===== src/rtl/sqrt_result_display.sv =====
// Display stage for the square-root pipeline: tracks in-flight samples, latches each
// finished root, drives a hex seven-segment digit and flags fresh results on the decimal point.
module sqrt_result_display #(
  parameter int LATENCY     = 4,
  parameter int HOLD_CYCLES = 1000
) (
  input  logic       clk,
  input  logic       rst_n,
  input  logic       in_valid,
  input  logic [3:0] sqrt_q,
  output logic [3:0] result,
  output logic       out_valid,
  output logic [6:0] seg,
  output logic       dp
);

  localparam int CW = $clog2(HOLD_CYCLES + 1);
  localparam logic [CW-1:0] CNT_LOAD = CW'(HOLD_CYCLES - 1);

  typedef enum logic [1:0] {IDLE, SHOW, STEADY} state_t;

  state_t             state, state_next;
  logic [CW-1:0]      cnt, cnt_next;
  logic [LATENCY-1:0] vld_sr;
  logic               capture;

  assign capture = vld_sr[LATENCY-1];

  // One valid bit per pipeline slot, so a sample's root is taken exactly when it emerges.
  always_ff @(posedge clk or negedge rst_n) begin
    if (!rst_n) begin
      vld_sr <= '0;
    end else begin
      vld_sr[0] <= in_valid;
      for (int i = 1; i < LATENCY; i++) vld_sr[i] <= vld_sr[i-1];
    end
  end

  always_ff @(posedge clk or negedge rst_n) begin
    if (!rst_n) begin
      result    <= '0;
      out_valid <= 1'b0;
    end else begin
      out_valid <= capture;
      if (capture) result <= sqrt_q;
    end
  end

  always_ff @(posedge clk or negedge rst_n) begin
    if (!rst_n) begin
      state <= IDLE;
      cnt   <= '0;
    end else begin
      state <= state_next;
      cnt   <= cnt_next;
    end
  end

  // A new capture always restarts the freshness window, even on the edge it would expire.
  always_comb begin
    state_next = state;
    cnt_next   = cnt;
    case (state)
      IDLE: begin
        if (capture) begin
          state_next = SHOW;
          cnt_next   = CNT_LOAD;
        end
      end
      SHOW: begin
        if (capture) begin
          cnt_next = CNT_LOAD;
        end else if (cnt != '0) begin
          cnt_next = cnt - CW'(1);
        end else begin
          state_next = STEADY;
        end
      end
      STEADY: begin
        if (capture) begin
          state_next = SHOW;
          cnt_next   = CNT_LOAD;
        end
      end
      default: begin
        state_next = IDLE;
        cnt_next   = '0;
      end
    endcase
  end

  always_comb begin
    dp  = (state == SHOW);
    seg = 7'h00;
    if (state != IDLE) begin
      case (result)
        4'h0: seg = 7'h3F;
        4'h1: seg = 7'h06;
        4'h2: seg = 7'h5B;
        4'h3: seg = 7'h4F;
        4'h4: seg = 7'h66;
        4'h5: seg = 7'h6D;
        4'h6: seg = 7'h7D;
        4'h7: seg = 7'h07;
        4'h8: seg = 7'h7F;
        4'h9: seg = 7'h6F;
        4'hA: seg = 7'h77;
        4'hB: seg = 7'h7C;
        4'hC: seg = 7'h39;
        4'hD: seg = 7'h5E;
        4'hE: seg = 7'h79;
        default: seg = 7'h71;
      endcase
    end
  end

endmodule


===== config.mk =====
export PLATFORM = sky130hd
export DESIGN_NAME = sqrt_result_display
export DESIGN_NICKNAME = d
export VERILOG_FILES = /design/src/rtl/sqrt_result_display.sv
export SDC_FILE = /design/constraint.sdc
export NUM_CORES = 1
export LEC_CHECK = 0
export CORE_ASPECT_RATIO = 0.5
export CORE_MARGIN = 2
export CORE_UTILIZATION = 45
export CTS_BUF_LIST = sky130_fd_sc_hd__clkbuf_8
export DETAILED_ROUTE_END_ITERATION = 8
export PLACE_DENSITY = 0.69
export RECOVER_POWER = 100
export SLEW_MARGIN = 0
export SYNTH_ARGS = -nofsm -noshare
export SYNTH_HDL_FRONTEND = slang
export SYNTH_SLANG_ARGS = --single-unit

===== constraint.sdc =====
create_clock -name clk -period 2.4 [get_ports clk]
set_input_delay 0.36 -clock clk [delete_from_list [all_inputs] [get_ports clk]]
set_output_delay 0.36 -clock clk [all_outputs]
set_load 0.05 [all_outputs]

**After elaboration in Yosys (flattened, before gate mapping)**

Memories as Yosys holds them, arrays and structs flattened.
Cells that the tools add are included.

- Bits in registers: 21
- Memories kept: 1
- Logic and storage cells: 28
- Output and inout bits: 13
- Memory bits (read-only): 112

Memories:

| name | depth | bits a word | read ports | clocked after memory_dff | write ports | line | text |
|---|---|---|---|---|---|---|---|
| (name not given) | 16 | 7 | 1 | 0 | 0 | 96 | `case (result)` |

- Eq/ne operators: 6
- Reduce and logical (&&, ||, !) cells: 6
- Mux-type cells: 9
- $add $sub $neg: 1

Operator list:

| operator | number |
|---|---|
| 10-bit two-way mux | 3 |
| 10-bit one-hot mux with 2 select lines | 1 |
| 10-bit nonzero test | 1 |
| 10-bit by 1-bit subtractor with 10-bit output (second input constant) | 1 |
| 7-bit two-way mux | 1 |
| 2-bit two-way mux | 3 |
| 2-bit != test (second input constant) | 2 |
| 2-bit one-hot mux with 2 select lines | 1 |
| 3-bit by 1-bit != test with 1-bit output (second input constant) | 1 |
| 3-bit AND reduction | 1 |
| 2-bit by 1-bit == test with 1-bit output (second input constant) | 1 |
| 2-bit == test (second input constant) | 1 |
| 2-bit logical NOT | 1 |
| 2-bit by 1-bit != test with 1-bit output (second input constant) | 1 |
| 2-bit AND reduction | 1 |
| 2-bit nonzero test | 1 |
| 2-bit OR reduction | 1 |

**Longest topological paths before layout**

Gate-level depths: netlist of the first run.

- Word-level depth: 4
- Depth in mapped cells: 6
- Depth with buffers taken out: 6

**Worst setup path before layout of the first run**

Ideal clock, no wire load.

- Path type: register to output
- Start point: register result[3]
- End point: output port seg[2]
- Slack: -0.481 ns
- Data arrival time: 2.521 ns
- Cell stages (with the launch flop): 5
- Cell sequence: dfrtp_1 clkbuf_1 clkbuf_1 nor2_1 a221oi_1

- Longest elaborated chain between the ends: 2

RTL lines:

| element | line | text |
|---|---|---|
| from (decl) | 11 | `output logic [3:0] result,` |
| from (signal assigned) | 45 | `if (capture) result <= sqrt_q;` |
| memory read 16 x 7 bit | -- |  |
| 7-bit two-way mux | 95 | `if (state != IDLE) begin` |
| to (decl) | 13 | `output logic [6:0] seg,` |

No other way between the ends.

**Final worst setup path of the first run**

- Start point: register result[0]
- End point: output port seg[3]

Same word-level chain as after synthesis.

==> results of run 1 <==
-- critical path, delay by kind of cell, from the launching register on --
family / cells / cell delay (ns)
AND/OR/NAND/NOR: 1 / 0.14
adder cells (fa/ha/maj): 1 / 0.29
multiplexers: 1 / 0.46
flip-flops: 1 / 0.45
buffers and inverters: 3 / 0.32
-- path summary, 6_finish.rpt --
path | to
min reg2reg | vld_sr[1]$_DFF_PN0_
min in group asynchronous | cnt[9]$_DFFE_PN0P_
max in group asynchronous | cnt[4]$_DFFE_PN0P_
min | vld_sr[1]$_DFF_PN0_
max reg2reg | cnt[3]$_DFFE_PN0P_
max | seg[3]
-- cell usage after synthesis (all sizes together) (2+ instances only) --
library cell,n
a2bb2oi,3
dfrtp,21
nor3,6
a211oi,5
nor2,15
ha,7
inv,10
a21oi,7
nand4,8
nor2b,5
clkbuf,5
a31oi,4
nand2,7
buf,2
a22oi,3
mux2,2
and3,2
o21ai,10
-- state kept, by name, summed over array words and instances, names as in the netlist --
register and flops:
vld_sr 4, result 4, out_valid 1, cnt 10
state 2
-- kinds of logic (layout without fill, tap and decap cells) --
group,Yosys count,in the layout
AND/OR/NAND/NOR,47,47
AO/OA/AOI/OAI,41,41
flip-flops,21,21
buffers and inverters,17,38
adder cells (fa/ha/maj),7,7
multiplexers,4,4
-- cells in the final DEF (no fill, tap or decap), types with 4 or more instances in the layout --
cell              n
o21ai_0          10
a21oi_1           6
inv_1            10
nand2_1           7
a31oi_1           4
dfrtp_1          21
dlygate4sd3_1     7
nor2b_1           5
nor2_1           14
clkdlybuf4s50_1   4
nand4_1           8
ha_1              7
nor3_1            6
-- where the power goes --
group	leakage (uW)	switching, uW	internal, uW	total (uW)
clock network	0.0000255	119	116	235
registers	0.000230	21.3	368	390
logic	0.000389	180	98.1	279
-- layout make-up --
cell class	instances	area, um^2	share of cell area (%)
Clock inverter	1	5.00	0.317
Timing Repair Buffer	24	199	12.6
Clock buffer	3	41.3	2.62
Tap cell	37	46.3	2.93
Sequential cell	21	526	33.3
Multi-Input combinational cell	99	723	45.8
Inverter	10	37.5	2.38
-- per-stage QoR --
step | TNS (ns) | setup slack (ns) | util, %
2_1_floorplan | -0.0268 | -0.0268 | -
3_3_place_gp | 0 | 0.445 | 60.7
3_5_place_dp | 0 | 0.405 | 60.7
4_1_cts | 0 | 0.108 | 62.5
5_1_grt | 0 | 0.0203 | 59.5
6_report | 0 | 0.116 | 59.5
-- routing by layer --
layer | GRT usage (%) | share of wire [%] | up-vias
li1 | - | - | 547
met1 | 25.2 | 50 | 535
met2 | 28.8 | 43 | 34
met3 | 4.78 | 5.9 | 2
met4 | 3.79 | 0.60 | 0
met5 | 0 | 0 | -
==> summary.md, run 1 <==
| Metric | Value |
|---|---|
| Starting density of the core | `48.2%` |
| Cell Count Post-Placement | `191` |
| Vias in the first global route | `1030` |
| Proportion of layout cells with a drive suffix above 1 | `17.1%` |
| Seq cells post-synth | `21` |
| Overall overflow remaining after global route | `0` |
| Overall fraction of global-route tracks in use | `18.1%` |
| I/O pin count | `20` |
| Total of cells resized after clock tree synthesis | `0` |
| Maximum number of pins on one net before global-route repair | `22` |
| Max frequency | `438 MHz` |
| Final number of setup-violating endpoints | `0` |
| Worst hold path depth | `0` |
| Post-synthesis to final-layout area growth | `23.4%` |
| Leakage Power | `0.000644 uW` |
| Slew Limit Headroom | `21.4%` |
| Final net count | `~170` |
| Power density cells | `roughly 570 nW/um^2` |
| Final routed DRC violation total | `0` |
| Synth Instances | `approximately 140` |
| Final-layout fill cell count | `about 230` |
| Clock-pin slew on the worst setup and hold paths | `0.08 ns` |
| Port bufs | `19` |
| First element of the critical path | `result[0]$_DFFE_PN0P_` |
| Cell type of the slowest stage on the worst timing path | `mux4_2` |
| Reg2Reg Depth | `4` |
| Placement Cell Area | `1610 um^2` |
| Worst Path Arrival | `1.92 ns` |
| Number of buffers created by CTS | `3` |
| 1st-iter DRT viols | `25` |
| Worst hold margin | `~0.36 ns` |
| Cell repeated most along the worst path | `inv_1` |
| Worst Tran Pin Value | `1.18 ns` |
| Root buffer selected by CTS | `clkbuf_8` |
| Synthesized cell area | `1280 um^2` |
| Worst min-delay path category | `flip-flop to flip-flop` |
| Final setup skew | `around 0.0044 ns` |
| Total number of clock tree sinks | `21` |
| Biggest area consumer among synthesized cells | `dfrtp_1` |
| Distinct cells, synth | `34` |
| Count of non-filler cells in the finished layout | `195` |
| Post-synthesis xor/xnor area fraction | `0%` |
| CP Data Required Time | `2.04 ns` |
| Final Hold Viols | `0` |
| Global placer's final weighted congestion | `0.780` |
| Max-Cap Viols | `0` |
| Count of synthesis-stage warnings from yosys | `0` |
| Fraction of the mapped netlist area in compound gates | `21.8%` |
| Result of the run | `complete, no violations` |
| Die span in y | `41.7 um` |
| Max Transition Viols Final | `0` |
| Cells along the critical path | `inv_1, ha_1, inv_1, mux4_2, nor2_2, buf_12` |
| Drt pass-1 iters | `4` |
| Global-route wire length before repair | `4720 um` |
| Hold path start | `vld_sr[0]$_DFF_PN0_` |
| Main combinational cell family by area after synthesis | `compound AO/OA/AOI/OAI gates` |
| Type of the worst setup path | `flip-flop to output pin` |
| Final Instance Area | `1580 um^2` |
| Vias per cell | `5.73` |
| Number of hold-repair buffers added at the cts stage | `0` |
| Level count of the clock H-tree | `1` |
| Biggest area contributors in the synthesized netlist | `dfrtp_1, ha_1, nor2_1` |
| CTS tree | `yes` |
| Setup Buffers After CTS | `0` |
| Die Footprint | `around 3300 um^2` |
| Critical Path End Type | `output pin` |
| Reg-to-reg startpoint | `cnt[5]$_DFFE_PN0P_` |
| Mux cell area share after synthesis | `4.31%` |
| Num rows | `13` |
| Antenna diode instance count | `0` |
| Adder-cell share of the synthesized area | `6.85%` |
| Bufs on Longest Clock Path | `2` |
| CORE AREA | `2650 um^2` |
| Share of the synthesized area in the top cell type | `41.1%` |
| Startpoint kind of the worst setup timing path | `flip-flop` |
| Crit-path max cell delay | `between 0.4 and 0.5 ns` |
| Clock insertion delay at the later pin of the skew report | `0.26 ns` |
| Vias | `1118` |
| Total wirelength of the detailed-routed design | `2820 um` |
| Maximum VDD drop | `0.334 mV` |
| Crit path max fanout | `6` |
| Total power consumption of the routed design | `903 uW` |
| Post-synth net total | `151` |
| Sequential fraction of the synthesis area | `about two fifths` |
| Post-synthesis simple-gate area fraction | `20.8%` |
| EDFF count, synth | `0` |
| Post-synth ARST share | `100%` |
| Min cycle time layout | `2.28 ns` |
| Number of antenna violations at the first check in global routing | `0` |
| Setup slack of the most critical reg-to-reg path | `0.38 ns` |
| Horizontal die dimension | `79.4 um` |
| Fraction of the cycle the final worst path needs | `95.2%` |
| Detail-routed net length per standard cell | `14.5 um` |
| Average instance area after synthesis | `9.33 um^2` |
| HPWL after detailed placement | `1960 um` |
| Setup repair after global routing missed its margin | `no` |
| Antenna-violating nets left | `0` |
| Most used flip-flop cell after synthesis | `dfrtp_1` |
Note: power is estimated with default switching activity, not from simulation.
==> run 2: changes to the inputs <==
--- a/config.mk
+++ b/config.mk
@@ -12,6 +12,7 @@
 export DETAILED_ROUTE_END_ITERATION = 8
 export PLACE_DENSITY = 0.69
 export RECOVER_POWER = 100
+export SETUP_SLACK_MARGIN = 0.3
 export SLEW_MARGIN = 0
 export SYNTH_ARGS = -nofsm -noshare
 export SYNTH_HDL_FRONTEND = slang
==> summary.md, run 2 (synthesis results as in run 1) <==
| Metric | Value |
|---|---|
| Die Footprint | `~3300 um^2` |
| Setup repair after global routing missed its margin | `yes` |
| Maximum VDD drop | `0.259 mV` |
| Cells along the critical path | `inv_4, ha_4, inv_2, mux4_2, nor2_4, buf_12` |
| CP endpoint | `seg[3]` |
| I/O pin count | `20` |
| Detail-routed net length per standard cell | `14.3 um` |
| CP Data Required Time | `2.04 ns` |
| Total power consumption of the routed design | `roughly 940 uW` |
| Worst Path Arrival | `1.84 ns` |
| Total number of clock tree sinks | `21` |
| Largest registers in the final layout | `cnt: 10 flops, result: 4 flops, vld_sr: 4 flops` |
| Endpoint of the lowest-slack register-to-register path | `cnt[3]$_DFFE_PN0P_` |
| HPWL after detailed placement | `2020 um` |
| Flip-flop count of the largest register, all copies and words added | `10` |
| Maximum number of pins on one net before global-route repair | `22` |
| Number of antenna violations at the first check in global routing | `0` |
| Commonest non-fill, non-tap cells in the layout | `dfrtp_1, nor2_1, buf_4` |
| Final setup skew | `slightly above 0.009 ns` |
| Max Transition Viols Final | `0` |
| Total wirelength of the detailed-routed design | `just under 3000 um` |
| Post-synthesis to final-layout area growth | `30.3%` |
| Most common cell after layout, fill and taps aside | `dfrtp_1` |
| Port bufs | `19` |
| Number of buffers created by CTS | `3` |
| Power density cells | `~560 nW/um^2` |
| 1st-iter DRT viols | `54` |
| Starting density of the core | `48.2%` |
| Final net count | `179` |
| Vias in the first global route | `between 1000 and 1500` |
| Drt pass-1 iters | `4` |
| Vias per cell | `5.72` |
| Die span in y | `approximately 42 um` |
| Min cycle time layout | `2.20 ns` |
| Worst Tran Pin Value | `1.14 ns` |
| Final number of setup-violating endpoints | `0` |
| Reg2Reg Depth | `4` |
| Clock insertion delay at the later pin of the skew report | `0.27 ns` |
| Leakage Power | `0.000671 uW` |
| Type of the worst setup path | `flip-flop to output pin` |
| Result of the run | `complete, no violations` |
| Largest reg by FF count | `cnt` |
| CORE AREA | `2650 um^2` |
| Global-route wire length before repair | `roughly 5000 um` |
| Level count of the clock H-tree | `1` |
| Root buffer selected by CTS | `clkbuf_8` |
| CTS tree | `yes` |
| Num rows | `13` |
| Total Neg Setup Slack | `0 ns` |
| Clock-pin slew on the worst setup and hold paths | `0.07 ns` |
| Global placer's final weighted congestion | `0.831` |
| Final routed DRC violation total | `0` |
| Setup slack of the most critical reg-to-reg path | `0.37 ns` |
| Startpoint kind of the worst setup timing path | `flip-flop` |
| Bufs on Longest Clock Path | `2` |
| Reg-to-reg startpoint | `cnt[5]$_DFFE_PN0P_` |
| Final Hold Viols | `0` |
| Overall overflow remaining after global route | `0` |
| Fraction of the cycle the final worst path needs | `between 90% and 100%` |
| Critical Path End Type | `output pin` |
| Horizontal die dimension | `79.4 um` |
| Crit path max fanout | `5` |
| Vias | `1150` |
| Crit-path max cell delay | `between 0.4 and 0.5 ns` |
| Proportion of layout cells with a drive suffix above 1 | `between 20% and 30%` |
| Worst min-delay path category | `flip-flop to flip-flop` |
| Max-Cap Viols | `0` |
| Overall fraction of global-route tracks in use | `19.0%` |
| Worst hold path depth | `0` |
| Cell type of the slowest stage on the worst timing path | `mux4_2` |
| Max frequency | `454 MHz` |
| First element of the critical path | `result[1]$_DFFE_PN0P_` |
| Antenna diode instance count | `0` |
| Slew Limit Headroom | `a little under a quarter` |
| Antenna-violating nets left | `0` |
| Number of hold-repair buffers added at the cts stage | `0` |
## run 2: cell count changes in the layout (fill, tap and decap cells not counted), sizes merged
| cell | change |
|---|---|
| buf | +7 |
| dlygate4sd3 | -1 |
## run 2: worst min-delay path by stage
stage                     slack [ns]             endpoint           startpoint
after CTS                       0.35  vld_sr[2]$_DFF_PN0_  vld_sr[1]$_DFF_PN0_
final                           0.35  vld_sr[2]$_DFF_PN0_  vld_sr[1]$_DFF_PN0_
after global placement          0.33  vld_sr[1]$_DFF_PN0_  vld_sr[0]$_DFF_PN0_
after detailed placement        0.33  vld_sr[2]$_DFF_PN0_  vld_sr[1]$_DFF_PN0_
after global routing            0.37  vld_sr[2]$_DFF_PN0_  vld_sr[1]$_DFF_PN0_
after floorplan                 0.06   cnt[0]$_DFFE_PN0P_                rst_n
## run 2: per-layer routing
layer	track usage, %	part of all wire [%]
met1	26.6	49
met4	4.48	0.87
met5	0	0
met3	4.78	5.7
met2	29.8	45
## run 2: metrics by stage
stage               instance area, um^2  utilization, %  hold WS (ns)  setup WS [ns]  cells
global route                       1670            62.9         0.365          0.112    201
detailed placement                 1590            60.1         0.335          0.417    191
finish                             1670            62.9         0.350          0.198    201
floorplan                          1360               -        0.0644          0.318    137
CTS                                1690            63.8         0.352          0.262    201
global placement                   1590            60.1         0.335          0.427    191
## run 2: repair_timing
item,in CTS,in global routing
pin swaps,1,4
setup endpoints to repair,3,6
buffers inserted,6,0
hold endpoints to repair,0,0
gates resized for setup,2,9
gates cloned,0,0
## run 2: layout make-up
type / count / area, um^2
flip-flops and latches: 21 / 528
repair buffers: 30 / 241
well taps: 37 / 46.3
inverters: 10 / 40.0
fillers: 225 / 985
clock inverters: 1 / 5.00
clock buffers: 3 / 41.3
multi-input cells: 99 / 764
## run 2: worst max-delay path: cells and delay by family (launching register included)
kind / cells / cell delay (ns)
buffers and inverters: 3 / 0.25
DFF: 1 / 0.46
adders and majority gates: 1 / 0.26
and+or+nand+nor: 1 / 0.14
muxes: 1 / 0.47
## run 2: power by group
part	switching, uW	internal, uW
Clock	120	116
Combinational	194	119
Sequential	20.6	369
Total	335	604
